[src/rtl/fp_iter_normalizer.sv]
// Iterative post-add/sub mantissa normalizer.
// Shifts the mantissa left one bit per cycle and decrements the exponent on
// each shift. It stops when the MSB is set or the exponent reaches zero.
// The block holds one operand at a time, with valid/ready on both sides.
module fp_iter_normalizer #(
    parameter int MANT_WIDTH = 24,
    parameter int EXP_WIDTH  = 8
) (
    input  logic                  clk,
    input  logic                  rst_n,
    input  logic                  in_valid,
    output logic                  in_ready,
    input  logic [MANT_WIDTH-1:0] in_mant,
    input  logic [EXP_WIDTH-1:0]  in_exp,
    output logic                  out_valid,
    input  logic                  out_ready,
    output logic [MANT_WIDTH-1:0] out_mant,
    output logic [EXP_WIDTH-1:0]  out_exp,
    output logic                  out_zero,
    output logic                  out_underflow,
    output logic                  busy
);

    localparam int MSB = MANT_WIDTH - 1;

    typedef enum logic [1:0] {
        IDLE  = 2'd0,
        SHIFT = 2'd1,
        DONE  = 2'd2
    } state_t;

    state_t                state;
    state_t                next_state;
    logic [MANT_WIDTH-1:0] mant_q;
    logic [EXP_WIDTH-1:0]  exp_q;
    logic                  zero_q;
    logic                  uf_q;
    logic                  accept;
    logic                  in_is_zero;
    logic                  no_shift_needed;
    logic                  shift_last;

    assign accept          = in_valid & in_ready;
    assign in_is_zero      = (in_mant == '0);
    assign no_shift_needed = in_mant[MSB] | (in_exp == '0);
    // The shift happening now is the final one when it brings a one into the
    // MSB or when it takes the exponent down to zero.
    assign shift_last      = mant_q[MSB-1] | (exp_q == EXP_WIDTH'(1));

    // The state register. Reset aborts any operand that is in flight.
    always_ff @(posedge clk or negedge rst_n) begin
        if (!rst_n) begin
            state <= IDLE;
        end else begin
            state <= next_state;
        end
    end

    // Next-state logic. Operands that need no shifting go straight to DONE.
    always_comb begin
        next_state = state;
        case (state)
            IDLE: begin
                if (accept) begin
                    if (in_is_zero || no_shift_needed) begin
                        next_state = DONE;
                    end else begin
                        next_state = SHIFT;
                    end
                end
            end
            SHIFT: begin
                if (shift_last) begin
                    next_state = DONE;
                end
            end
            DONE: begin
                if (out_ready) begin
                    next_state = IDLE;
                end
            end
            default: next_state = IDLE;
        endcase
    end

    // Handshake and status outputs are decoded directly from the state.
    always_comb begin
        in_ready  = (state == IDLE);
        out_valid = (state == DONE);
        busy      = (state != IDLE);
    end

    // The datapath loads on accept and shifts once per SHIFT cycle. The
    // underflow flag is valid from the edge that enters DONE.
    always_ff @(posedge clk or negedge rst_n) begin
        if (!rst_n) begin
            mant_q <= '0;
            exp_q  <= '0;
            zero_q <= 1'b0;
            uf_q   <= 1'b0;
        end else begin
            case (state)
                IDLE: begin
                    if (accept) begin
                        mant_q <= in_mant;
                        zero_q <= in_is_zero;
                        if (in_is_zero) begin
                            exp_q <= '0;
                            uf_q  <= 1'b0;
                        end else begin
                            exp_q <= in_exp;
                            uf_q  <= ~in_mant[MSB] & (in_exp == '0);
                        end
                    end
                end
                SHIFT: begin
                    mant_q <= {mant_q[MSB-1:0], 1'b0};
                    exp_q  <= exp_q - EXP_WIDTH'(1);
                    uf_q   <= ~mant_q[MSB-1];
                end
                default: begin
                end
            endcase
        end
    end

    assign out_mant      = mant_q;
    assign out_exp       = exp_q;
    assign out_zero      = zero_q;
    assign out_underflow = uf_q;

endmodule

[config.mk]
export PLATFORM = sky130hd
export DESIGN_NAME = fp_iter_normalizer
export DESIGN_NICKNAME = d
export VERILOG_FILES = /design/src/rtl/fp_iter_normalizer.sv
export SDC_FILE = /design/constraint.sdc
export NUM_CORES = 1
export LEC_CHECK = 0
export CAP_MARGIN = 30
export CELL_PAD_IN_SITES_DETAIL_PLACEMENT = 0
export CELL_PAD_IN_SITES_GLOBAL_PLACEMENT = 2
export CORE_MARGIN = 1.5
export CORE_UTILIZATION = 26
export DETAILED_ROUTE_END_ITERATION = 10
export PLACE_DENSITY_LB_ADDON = 0.1
export SYNTH_ARGS = -nofsm -noshare
export SYNTH_HDL_FRONTEND = slang
export SYNTH_SLANG_ARGS = --single-unit
[constraint.sdc]
create_clock -name clk -period 4.1 [get_ports clk]
set_input_delay 0.615 -clock clk [delete_from_list [all_inputs] [get_ports clk]]
set_output_delay 0.615 -clock clk [all_outputs]
set_load 0.01 [all_outputs]
**Word-level counts from Yosys, hierarchy flattened**

Index checks and enable logic that the tools add are counted.

- Output and inout port bits: 37
- Register bits after elaboration: 36
- Bits of input ports: 36

- Reductions and logical operators: 9
- Bitwise gates (word level): 6
- $add $sub $neg: 1
- Equality and inequality tests: 6
- Multiplexer cells: 13

Operator list:

| cell | count |
|---|---|
| 24-bit case mux with 2 select lines | 1 |
| 24-bit zero test | 1 |
| 24-bit two-way mux | 1 |
| 8-bit two-way mux | 2 |
| 8-bit case mux with 2 select lines | 1 |
| 8-bit by 1-bit == test with 1-bit output (second input constant) | 1 |
| 8-bit zero test | 1 |
| 2-bit two-way mux | 4 |
| 8-bit by 1-bit subtractor with 8-bit output (second input constant) | 1 |
| 2-bit case mux with 3 select lines | 1 |
| 2-bit by 1-bit inequality test with 1-bit output (second input constant) | 2 |
| 2-bit AND reduction | 2 |
| 2-bit nonzero test | 2 |
| 3-bit AND reduction | 1 |
| 1-bit bitwise AND | 2 |
| 2-bit by 1-bit == test with 1-bit output (second input constant) | 1 |
| 2-bit == test (second input constant) | 1 |
| 2-bit zero test | 1 |
| 1-bit two-way mux | 2 |
| 2-bit inequality test (second input constant) | 1 |
| 1-bit inverter | 2 |
| 1-bit bitwise OR | 2 |
| 1-bit case mux with 2 select lines | 1 |
| 1-bit logical OR | 1 |

**Depth between registers and ports, before layout**

- Depth after elaboration: 6
- Mapped depth: 6
- Mapped depth without buffers: 6

**Worst setup path after synthesis**

No wires, ideal clock.

- Kind: input to register
- Start point: input in_valid
- End point: register exp_q[7] (netlist: out_exp[7])
- Stages: 5
- Path buffers: 1
- Setup slack: 2260 ps
- Data required time: 3980 ps
- Data arrival time: 1720 ps
- Cells stage by stage: clkbuf_1 or3b_2 o311ai_2 o41ai_1 a31o_1

- Cells in the longest elaborated chain, start to end: 3

RTL lines:

| element | RTL line | text |
|---|---|---|
| start, declared | 11 | `input logic in_valid,` |
| 1-bit bitwise AND | 43 | `assign accept = in_valid & in_ready;` |
| 2-bit by 1-bit inequality test with 1-bit output (no line) | -- |  |
| 2-bit AND reduction (no line) | -- |  |
| end signal, assigned | 111 | `exp_q <= in_exp;` |
| end signal, assigned | 118 | `exp_q <= exp_q - EXP_WIDTH'(1);` |
| end, declared | 35 | `logic [EXP_WIDTH-1:0] exp_q;` |

Every way passes these cells.
A chain may end at the register's enable or synchronous reset.

**Worst setup path after layout**

- Start point: register state[0]
- End point: output in_ready

- Cells in the longest elaborated chain, start to end: 1

RTL lines:

| element | RTL line | text |
|---|---|---|
| start, declared | 32 | `state_t state;` |
| start signal, assigned | 55 | `state <= next_state;` |
| 2-bit zero test | 88 | `in_ready = (state == IDLE);` |
| end, declared | 12 | `output logic in_ready,` |

Every way passes these cells.

==> impl_metrics.ini <==
[outcome]
status = finished clean

[cells_and_area]
syn2layout_area_growth_pct = 46.2
final_common_cell = clkdlybuf4s50_1
final_cell_mix = clkdlybuf4s50_1, nand2_1, dfrtp_1, nor2_1, a31oi_1
finalNetCount = 331
antenna_cells = 0
drive_above_1_share_pct = 6.80

[synthesis]
syn_area_per_cell_sq_um = 8.43
synth_seq_cells = 36
synth_area_leaders = dfrtp_1, nand2_1, a31oi_1, nor2_1, nor4_1
synth_top_cell_area_share_pct = 47.1
synth_nets = 265
yosysSeqAreaShare_pct = 47.1
ys_types = 40
yosysWarnings = 0
yosysTopAreaCell = dfrtp_1
syn_inst = 227
synth_area_sq_um = 1910

[timing]
finalSetupViolCount = 0
timing.final.crit_period_ps = 2430
max-slew-margin-rel_pct = 36.1
grt_setup_unrepaired = no
finalSetupTns_ps = 0
slew_viol_final = 0
tightest_slew_ps = 953
max_freq_ghz = 0.411
post-route-period-util_pct = 59.3
fin_skew_ps = 1.58
final_hold_viol_count = 0

[power_and_ir_drop]
p_sw_share_pct = 39.6
finalPower_uw = 1990
power.switching_uw = 788
comb_power_share_pct = 50.8
p_int_uw = 1200
ir_worst_vdd_v = 0.000235
leakage_uw = 0.00109
pwr-share-clk_pct = 13.5
p_seq_share_pct = 35.7
power.density_nw_per_um2 = 712

[setup_path]
cp_data_required_time_ps = 3480
path_class = reg -> out
crit_fanout = 12
endpoint_kind = output port
arrival_ps = 1820
critical_path.startpoint_type = register

[clock_network]
clkTransAtPathRegs_ps = 70
cts_resized = 0
post_cts_buffers = 0
cts_hold_buf = 0
clockBufferDepth = 2
clk_latency_ps = 290
cts_tree = built
cts_buffers = 5
h-tree-depth = 2
cts.sinks = 36
root_buffer = clkbuf_8

[grt]
grt_overflow = 0
grt_max_degree = 37
grt_pass1_wl_um = 9880
grt_pass1_vias = 1914
grt_antenna_before_repair = 0
grt.total_usage_pct = 16.5

[routing]
wirelength_um = 6300
drt-pass1-iter-count = 4
drt_iter0_markers = 138
drc = 0
vias = 1968
post_drt_wl_per_cell_um = 16.0
antenna_left = 0
via_per_inst = 5.01

[place]
io_buffers = 72
hpwl_um = 4500
routabilityCongestion = 0.764

[hold_path]
min-delay-path-class = in -> async

[die]
rows = 31
die_x_um = 88.8
die-area_sq_um = 7880
initial_core_util_pct = 26.7
die_h_um = 88.8
io-pin-count = 73
core_sq_um = 7180

[flow_run]
maxCapViolations = 0
==> cell usage after synthesis, drive strengths merged <==
library cell / count
nand2: 52
dfrtp: 36
nor2: 30
a31oi: 26
buf: 9
o21ai: 9
nor4: 8
clkbuf: 7
inv: 5
a31o: 4
nand2b: 4
a21oi: 3
o211ai: 3
or4: 3
ha: 2
nand3: 2
nor2b: 2
nor3: 2
o311ai: 2
or2: 2
a211oi: 1
a21o: 1
a221oi: 1
a32o: 1
nand4: 1
nor4b: 1
o21ba: 1
o21bai: 1
o22a: 1
o22ai: 1
o2bb2ai: 1
o31a: 1
o31ai: 1
o41ai: 1
or3: 1
or3b: 1
==> routing by layer <==
metal	global-route usage, %	share of wire, %	up-vias
met5	0	0	-
met4	5.11	1.7	0
met3	3.92	5.2	9
met2	26.2	46	57
met1	22.3	47	958
li1	-	-	944
==> worst paths after layout <==
kind	from	endpoint	slack, ps	depth (start not counted)
max	state[0]$_DFFE_PN0P_	in_ready	1670	3
max in group asynchronous	rst_n	out_exp[0]$_DFFE_PN0P_	3120	1
min in group clk	out_zero$_DFFE_PN0P_	out_zero$_DFFE_PN0P_	530	2
min	rst_n	out_mant[16]$_DFFE_PN0P_	430	1
min reg2reg	out_zero$_DFFE_PN0P_	out_zero$_DFFE_PN0P_	530	2
max reg2reg	state[0]$_DFFE_PN0P_	state[1]$_DFFE_PN0P_	1800	5
==> critical path, stage by stage, from the launching register on <==
cell             delay [ps]
dfrtp_1                 530
or2_2                   410
inv_1                    70
clkdlybuf4s50_1         520
==> metrics by stage <==
stage | cells | area [sq um] | utilization (%) | setup slack, ps | hold slack, ps
global placement | 385 | 2710 | 37.7 | 1460 | 498
CTS | 393 | 2800 | 39.0 | 1650 | 476
floorplan | 227 | 1910 | - | 2260 | 319
global route | 393 | 2800 | 39.0 | 1600 | 502
finish | 393 | 2800 | 39.0 | 1670 | 433
detailed placement | 385 | 2710 | 37.7 | 1470 | 508
==> power groups by stage <==
stage	Clock (uW)	Sequential (uW)	Combinational, uW
after global routing	296	745	1120
after global placement	0	722	1020
final	269	711	1010
after detailed placement	0	719	1020
after floorplan	0	740	465
after CTS	279	713	1020
==> flip-flops by register name, indices dropped and copies added (netlist names) <==
name / flops
state: 2
out_exp: 8
out_mant: 24
out_zero: 1
out_underflow: 1
==> layout make-up <==
type                            count  area, sq um
Fill cell                         763         4380
Sequential cell                    36          901
Multi-Input combinational cell    170          925
Clock buffer                        8         90.1
Inverter                            5         18.8
Tap cell                           99          124
Timing Repair Buffer               75          738
==> cells by family after synthesis <==
logic type	Yosys count	synth area share, %
AOI/OAI and AO/OA	59	21.3
DFF	36	47.1
buffers and inverters	21	4.71
and+or+nand+nor	109	25.6
adders and majority gates	2	1.31
(Power assumes the default switching activity.)
